## src/rtl/wb_spi_master_p.sv

```systemverilog
// Wishbone-slave SPI master: programmable frame width and SCK divider, all CPOL/CPHA modes,
// MSB/LSB-first order, auto/manual chip selects, receive-valid, overrun and level interrupt.
module wb_spi_master_p #(
    parameter int DATA_W  = 8,
    parameter int CS_N    = 4,
    parameter int DIV_W   = 16,
    parameter int RST_DIV = 4
) (
    input  logic            clk,
    input  logic            reset,
    input  logic [31:0]     wb_adr_i,
    input  logic [31:0]     wb_dat_i,
    output logic [31:0]     wb_dat_o,
    input  logic [3:0]      wb_sel_i,
    input  logic            wb_cyc_i,
    input  logic            wb_stb_i,
    output logic            wb_ack_o,
    input  logic            wb_we_i,
    output logic            spi_sck,
    output logic            spi_mosi,
    input  logic            spi_miso,
    output logic [CS_N-1:0] spi_cs,
    output logic            irq
);

    localparam int HW = $clog2(2 * DATA_W);
    localparam logic [HW-1:0] HALF_LAST = HW'(2 * DATA_W - 1);

    localparam logic [2:0] A_CTRL   = 3'd0;
    localparam logic [2:0] A_DIV    = 3'd1;
    localparam logic [2:0] A_TX     = 3'd2;
    localparam logic [2:0] A_RX     = 3'd3;
    localparam logic [2:0] A_STATUS = 3'd4;
    localparam logic [2:0] A_CSMAN  = 3'd5;

    typedef enum logic [1:0] {S_IDLE, S_LEAD, S_XFER, S_TRAIL} state_t;

    state_t              r_state;
    logic                r_ack;
    logic [31:0]         r_dat;
    logic                r_cpol, r_cpha, r_lsb, r_auto, r_irq_en;
    logic [2:0]          r_cs_idx;
    logic [DIV_W-1:0]    r_div;
    logic [CS_N-1:0]     r_csman;
    logic                r_s_cpha, r_s_lsb, r_s_auto;
    logic [2:0]          r_s_cs_idx;
    logic [DIV_W-1:0]    r_s_div;
    logic [DIV_W-1:0]    r_cnt;
    logic [HW-1:0]       r_half;
    logic [DATA_W-1:0]   r_tx, r_rx, r_rxdata;
    logic                r_rx_valid, r_overrun;
    logic                r_sck, r_mosi;

    logic                w_req, w_acc, w_wr, w_rd, w_busy;
    logic [2:0]          w_sel;
    logic [31:0]         w_rdata;
    logic [HW-1:0]       w_next_half;
    logic                w_sample;
    logic [CS_N-1:0]     w_onehot;
    logic                w_unused;

    function automatic logic first_bit(input logic [DATA_W-1:0] d, input logic lsb);
        return lsb ? d[0] : d[DATA_W-1];
    endfunction

    function automatic logic [DATA_W-1:0] shift_out(input logic [DATA_W-1:0] d, input logic lsb);
        return lsb ? (d >> 1) : (d << 1);
    endfunction

    assign w_unused = &{1'b0, wb_sel_i, wb_adr_i, wb_dat_i};

    // Register side effects land at the end of the ack cycle, while the master still holds the strobe.
    assign w_req  = wb_cyc_i & wb_stb_i;
    assign w_acc  = r_ack & w_req;
    assign w_wr   = w_acc & wb_we_i;
    assign w_rd   = w_acc & ~wb_we_i;
    assign w_sel  = wb_adr_i[4:2];
    assign w_busy = (r_state != S_IDLE);

    always_comb begin
        w_rdata = '0;
        case (w_sel)
            A_CTRL:   w_rdata = {21'b0, r_cs_idx, 3'b0, r_irq_en, r_auto, r_lsb, r_cpha, r_cpol};
            A_DIV:    w_rdata = 32'(r_div);
            A_RX:     w_rdata = 32'(r_rxdata);
            A_STATUS: w_rdata = {29'b0, r_overrun, r_rx_valid, w_busy};
            A_CSMAN:  w_rdata = 32'(r_csman);
            default:  w_rdata = '0;
        endcase
    end

    always_ff @(posedge clk or posedge reset) begin
        if (reset) begin
            r_ack    <= 1'b0;
            r_dat    <= '0;
            r_cpol   <= 1'b0;
            r_cpha   <= 1'b0;
            r_lsb    <= 1'b0;
            r_auto   <= 1'b0;
            r_irq_en <= 1'b0;
            r_cs_idx <= '0;
            r_div    <= DIV_W'(RST_DIV);
            r_csman  <= '0;
        end else begin
            r_ack <= w_req & ~r_ack;
            r_dat <= (w_req & ~r_ack) ? w_rdata : '0;
            if (w_wr && w_sel == A_CTRL) begin
                {r_irq_en, r_auto, r_lsb, r_cpha, r_cpol} <= wb_dat_i[4:0];
                r_cs_idx <= wb_dat_i[10:8];
            end
            if (w_wr && w_sel == A_DIV)   r_div   <= wb_dat_i[DIV_W-1:0];
            if (w_wr && w_sel == A_CSMAN) r_csman <= wb_dat_i[CS_N-1:0];
        end
    end

    // Half-period index about to begin; even indices are leading SCK edges.
    assign w_next_half = (r_state == S_LEAD) ? '0 : r_half + HW'(1);
    assign w_sample    = r_s_cpha ^ ~w_next_half[0];

    always_ff @(posedge clk or posedge reset) begin
        if (reset) begin
            r_state    <= S_IDLE;
            r_s_cpha   <= 1'b0;
            r_s_lsb    <= 1'b0;
            r_s_auto   <= 1'b0;
            r_s_cs_idx <= '0;
            r_s_div    <= '0;
            r_cnt      <= '0;
            r_half     <= '0;
            r_tx       <= '0;
            r_rx       <= '0;
            r_rxdata   <= '0;
            r_rx_valid <= 1'b0;
            r_overrun  <= 1'b0;
            r_sck      <= 1'b0;
            r_mosi     <= 1'b0;
        end else begin
            if (w_wr && w_sel == A_STATUS && wb_dat_i[2]) r_overrun <= 1'b0;
            if (w_wr && w_sel == A_TX && w_busy)          r_overrun <= 1'b1;
            if (w_rd && w_sel == A_RX)                    r_rx_valid <= 1'b0;
            case (r_state)
                S_IDLE: begin
                    r_sck  <= r_cpol;
                    r_mosi <= 1'b0;
                    if (w_wr && w_sel == A_TX) begin
                        r_state    <= S_LEAD;
                        r_cnt      <= '0;
                        r_s_cpha   <= r_cpha;
                        r_s_lsb    <= r_lsb;
                        r_s_auto   <= r_auto;
                        r_s_cs_idx <= r_cs_idx;
                        r_s_div    <= r_div;
                        r_tx       <= wb_dat_i[DATA_W-1:0];
                        r_mosi     <= r_cpha ? 1'b0 : first_bit(wb_dat_i[DATA_W-1:0], r_lsb);
                    end
                end
                S_LEAD, S_XFER: begin
                    if (r_cnt != r_s_div) begin
                        r_cnt <= r_cnt + DIV_W'(1);
                    end else begin
                        r_cnt <= '0;
                        if (r_state == S_XFER && r_half == HALF_LAST) begin
                            r_state <= S_TRAIL;
                        end else begin
                            r_state <= S_XFER;
                            r_half  <= w_next_half;
                            r_sck   <= ~r_sck;
                            if (w_sample) begin
                                r_rx <= r_s_lsb ? {spi_miso, r_rx[DATA_W-1:1]}
                                                : {r_rx[DATA_W-2:0], spi_miso};
                            end else begin
                                r_tx   <= shift_out(r_tx, r_s_lsb);
                                r_mosi <= r_s_cpha ? first_bit(r_tx, r_s_lsb)
                                                   : first_bit(shift_out(r_tx, r_s_lsb), r_s_lsb);
                            end
                        end
                    end
                end
                S_TRAIL: begin
                    if (r_cnt != r_s_div) begin
                        r_cnt <= r_cnt + DIV_W'(1);
                    end else begin
                        r_state    <= S_IDLE;
                        r_rxdata   <= r_rx;
                        r_rx_valid <= 1'b1;
                        r_mosi     <= 1'b0;
                        r_sck      <= r_cpol;
                    end
                end
                default: r_state <= S_IDLE;
            endcase
        end
    end

    always_comb begin
        w_onehot = '0;
        for (int unsigned i = 0; i < CS_N; i++) begin
            if (r_s_cs_idx == 3'(i)) w_onehot[i] = 1'b1;
        end
    end

    assign spi_cs   = ~(r_csman | ((r_s_auto && w_busy) ? w_onehot : '0));
    assign spi_sck  = r_sck;
    assign spi_mosi = r_mosi;
    assign wb_ack_o = r_ack;
    assign wb_dat_o = r_dat;
    assign irq      = r_irq_en & r_rx_valid;

endmodule

```

## config.mk

```make
export PLATFORM = sky130hd
export DESIGN_NAME = wb_spi_master_p
export DESIGN_NICKNAME = d
export VERILOG_FILES = /design/src/rtl/wb_spi_master_p.sv
export SDC_FILE = /design/constraint.sdc
export NUM_CORES = 1
export LEC_CHECK = 0
export ABC_CLOCK_PERIOD_IN_PS = 8300
export BUFFER_PORTS_ARGS = -buffer_cell sky130_fd_sc_hd__buf_2
export CAP_MARGIN = 20
export CORE_ASPECT_RATIO = 1.1
export CORE_MARGIN = 2
export CORE_UTILIZATION = 60
export CTS_CLUSTER_DIAMETER = 30
export DETAILED_ROUTE_END_ITERATION = 8
export PLACE_DENSITY = 0.85
export SLEW_MARGIN = 20
export SYNTH_ARGS = -nofsm -noshare
export SYNTH_HDL_FRONTEND = slang
export SYNTH_SLANG_ARGS = --single-unit
```

## constraint.sdc

```tcl
create_clock -name clk -period 8.3 [get_ports clk]
set_input_delay 1.245 -clock clk [delete_from_list [all_inputs] [get_ports clk]]
set_output_delay 1.245 -clock clk [all_outputs]
set_load 0.05 [all_outputs]
```

==> impl_metrics.ini <==
[run_status]
outcome = complete, no violations

[die]
die_h_um = 110
rows = 38
die_w_um = 101
ios = 114
dieArea_um2 = 11100
start_util_pct = 62.2
coreArea_um2 = 9940

[synthesis]
syn_avg_cell_area_um2 = 11.9
yosys_most_used_dff = dfrtp_1
syn_inst = 520
synth_edf_count = 0
ys_seq_elements = 117
yosys_warnings = 0
synth.largest_area_cell = dfrtp_1
yosysSeqAreaShare_pct = 47.4
netlist_area_um2 = 6180
synth.most_common_cell = dfrtp_1
yosysUniqueCellTypes = 64
synth_area_leaders = dfrtp_1, mux2_2, mux2i_1
netlist_top_cells_count = dfrtp_1, mux2_2, nor2_1
synth_top_area_share_pct = 47.0
synthArstFlopShare_pct = 100

[clocking]
postCtsSetupBuffers = 0
h-tree-depth = 4
numCtsBuffers = 17
path_clk_slew_ns = 0.06
cts_hold_buf = 0
cts-root-buf = clkbuf_8
clk_latency_ns = 0.54
clock_sinks = 117
cts_tree = yes
clock_path_buffers = 2
cts-resized-gates = 0

[power]
max-vdd-ir-drop_uv = 167
power.leakage_uw = 0.00323
power_density_nw_per_um2 = 200

[layout]
diodes = 0
area_delta_synth_final_pct = 12.4
drive_above_1_share_pct = 33.7
layout.nets = 639
instances_no_fill = 692
fillers = 613

[critical_path]
reg2reg_slack_ns = 4.89
critPathKind = reg -> out
r2r_start = r_state[1]
reg2reg_depth = 6
arrival_ns = 2.36
cp_max_fo = 8
required_ns = 7.05
cp-end-kind = primary output
reg2reg_to = r_tx[0]
start_kind = flop

[global_routing]
grt_usage_pct = 29.3
antenna_found_initial = 0
grt_pass1_wl_um = 25100
grt_max_degree = 89
grt_pass1_vias = 4680
grt.overflow.total = 0

[min_path]
hold_path.class = reg -> reg
whs_path_depth = 1
holdCritStartpoint = r_rxdata[2]
hold_end = r_rxdata[2]

[routing]
drt_first_pass_iters = 5
wl_um = 15100
drc_errors = 0
num_vias = 4590
drtIter0Drc = 427
drt-vias-per-instance = 6.63
wl_per_cell_um = 21.8
ant_nets = 0

[placement]
placed_cells = 660
place_congestion = 0.831
numPortBuffers = 48
place_hpwl_um = 9040

[sta]
period_minus_slack_ns = 3.60
slew_violations = 0
timing.final.crit_share_pct = 43.4
setup_viol = 0
rsz0062_at_grt = no
slew_headroom_pct = 23.5
hold_violations = 0
worst_pin_slew_ns = 1.14
fin_skew_ns = 0.0103
setup_tns_ns = 0
fmax_ghz = 0.278

[job]
max_cap_violations = 0
## worst max path at each step
| stage | cells past startpoint | slack [ns] | from | end |
|---|---|---|---|---|
| 6_report | 5 | 4.70 | r_state[0] | spi_cs[0] |
| 5_1_grt | 5 | 4.62 | r_state[1] | spi_cs[0] |
| 4_1_cts | 5 | 4.73 | r_state[0] | spi_cs[0] |
| 3_5_place_dp | 5 | 4.33 | wb_cyc_i | r_tx[4] |
| 3_3_place_gp | 5 | 4.37 | wb_cyc_i | r_tx[2] |
| 2_1_floorplan | 1 | 3.96 | reset | r_auto |
## cell families after synthesis
kind of cell,share of synthesized area [%]
XOR/XNOR,3.56
flip-flops,47.4
adder cells (fa/ha/maj),1.21
multiplexers,20.9
AND/OR/NAND/NOR,11.4
other,0.0607
AO/OA/AOI/OAI,9.65
buffers and inverters,5.81
## final cells by class
class | instances | area [um^2] | area share, %
inverter | 15 | 58.8 | 0.846
multi-input combinational | 356 | 2960 | 42.6
clock inverter | 14 | 151 | 2.18
tap | 120 | 150 | 2.16
sequential | 117 | 2930 | 42.1
clock buffer | 18 | 428 | 6.16
timing repair buffer | 52 | 274 | 3.94
## worst max-delay path, stage by stage (launching register included)
cell and delay [ns]:
dfrtp_1 0.40, inv_1 0.09, ha_1 0.36, nor3b_1 0.53, a31oi_1 0.19, buf_2 0.25
## cell usage in the layout (no fill, tap or decap), drive strengths merged, types with 12 or more instances in the layout
cell and n:
a21oi 14, buf 52, clkbuf 18, conb 16, dfrtp 116, inv 19
mux2 88, mux2i 18, nand2 20, nand3 15, nand4 12, nor2 23
nor3 12, o21ai 18, xnor2 17
## report_power, final
group / leakage (uW) / switching [uW] / internal [uW] / total, uW
clock: 0.000282 / 277 / 438 / 715
combinational: 0.00140 / 57.6 / 24.6 / 82.2
sequential: 0.00155 / 12.8 / 584 / 596
total: 0.00323 / 347 / 1050 / 1390
## sequential cells by signal (all words and copies together) (netlist names), 2 cells and up
| register | flops |
|---|---|
| r_cnt | 16 |
| r_state | 2 |
| r_csman | 4 |
| r_s_div | 16 |
| r_rx | 8 |
| r_half | 4 |
| r_cs_idx | 3 |
| wb_dat_o | 16 |
| r_s_cs_idx | 3 |
| r_div | 16 |
| r_rxdata | 8 |
| r_tx | 8 |
## metal layers
metal | routed length [um] | global-route usage (%) | up-vias
met5 | 0 | 0 | -
met2 | 7580 | 45.9 | 218
met3 | 815 | 6.84 | 67
met4 | 743 | 16.1 | 0
li1 | - | - | 1970
met1 | 5940 | 37.3 | 2335
## through the flow
step	setup slack, ns	utilization (%)	power (uW)	instance area (um^2)	hold WS, ns
3_5_place_dp	4.33	64.1	684	6370	0.494
2_1_floorplan	3.96	-	667	6240	0.466
4_1_cts	4.73	69.9	1390	6950	0.517
6_report	4.70	70.0	1390	6950	0.526
3_3_place_gp	4.37	64.1	681	6370	0.480
5_1_grt	4.62	70.0	1430	6950	0.535
Power figures use the tool's default switching activity.
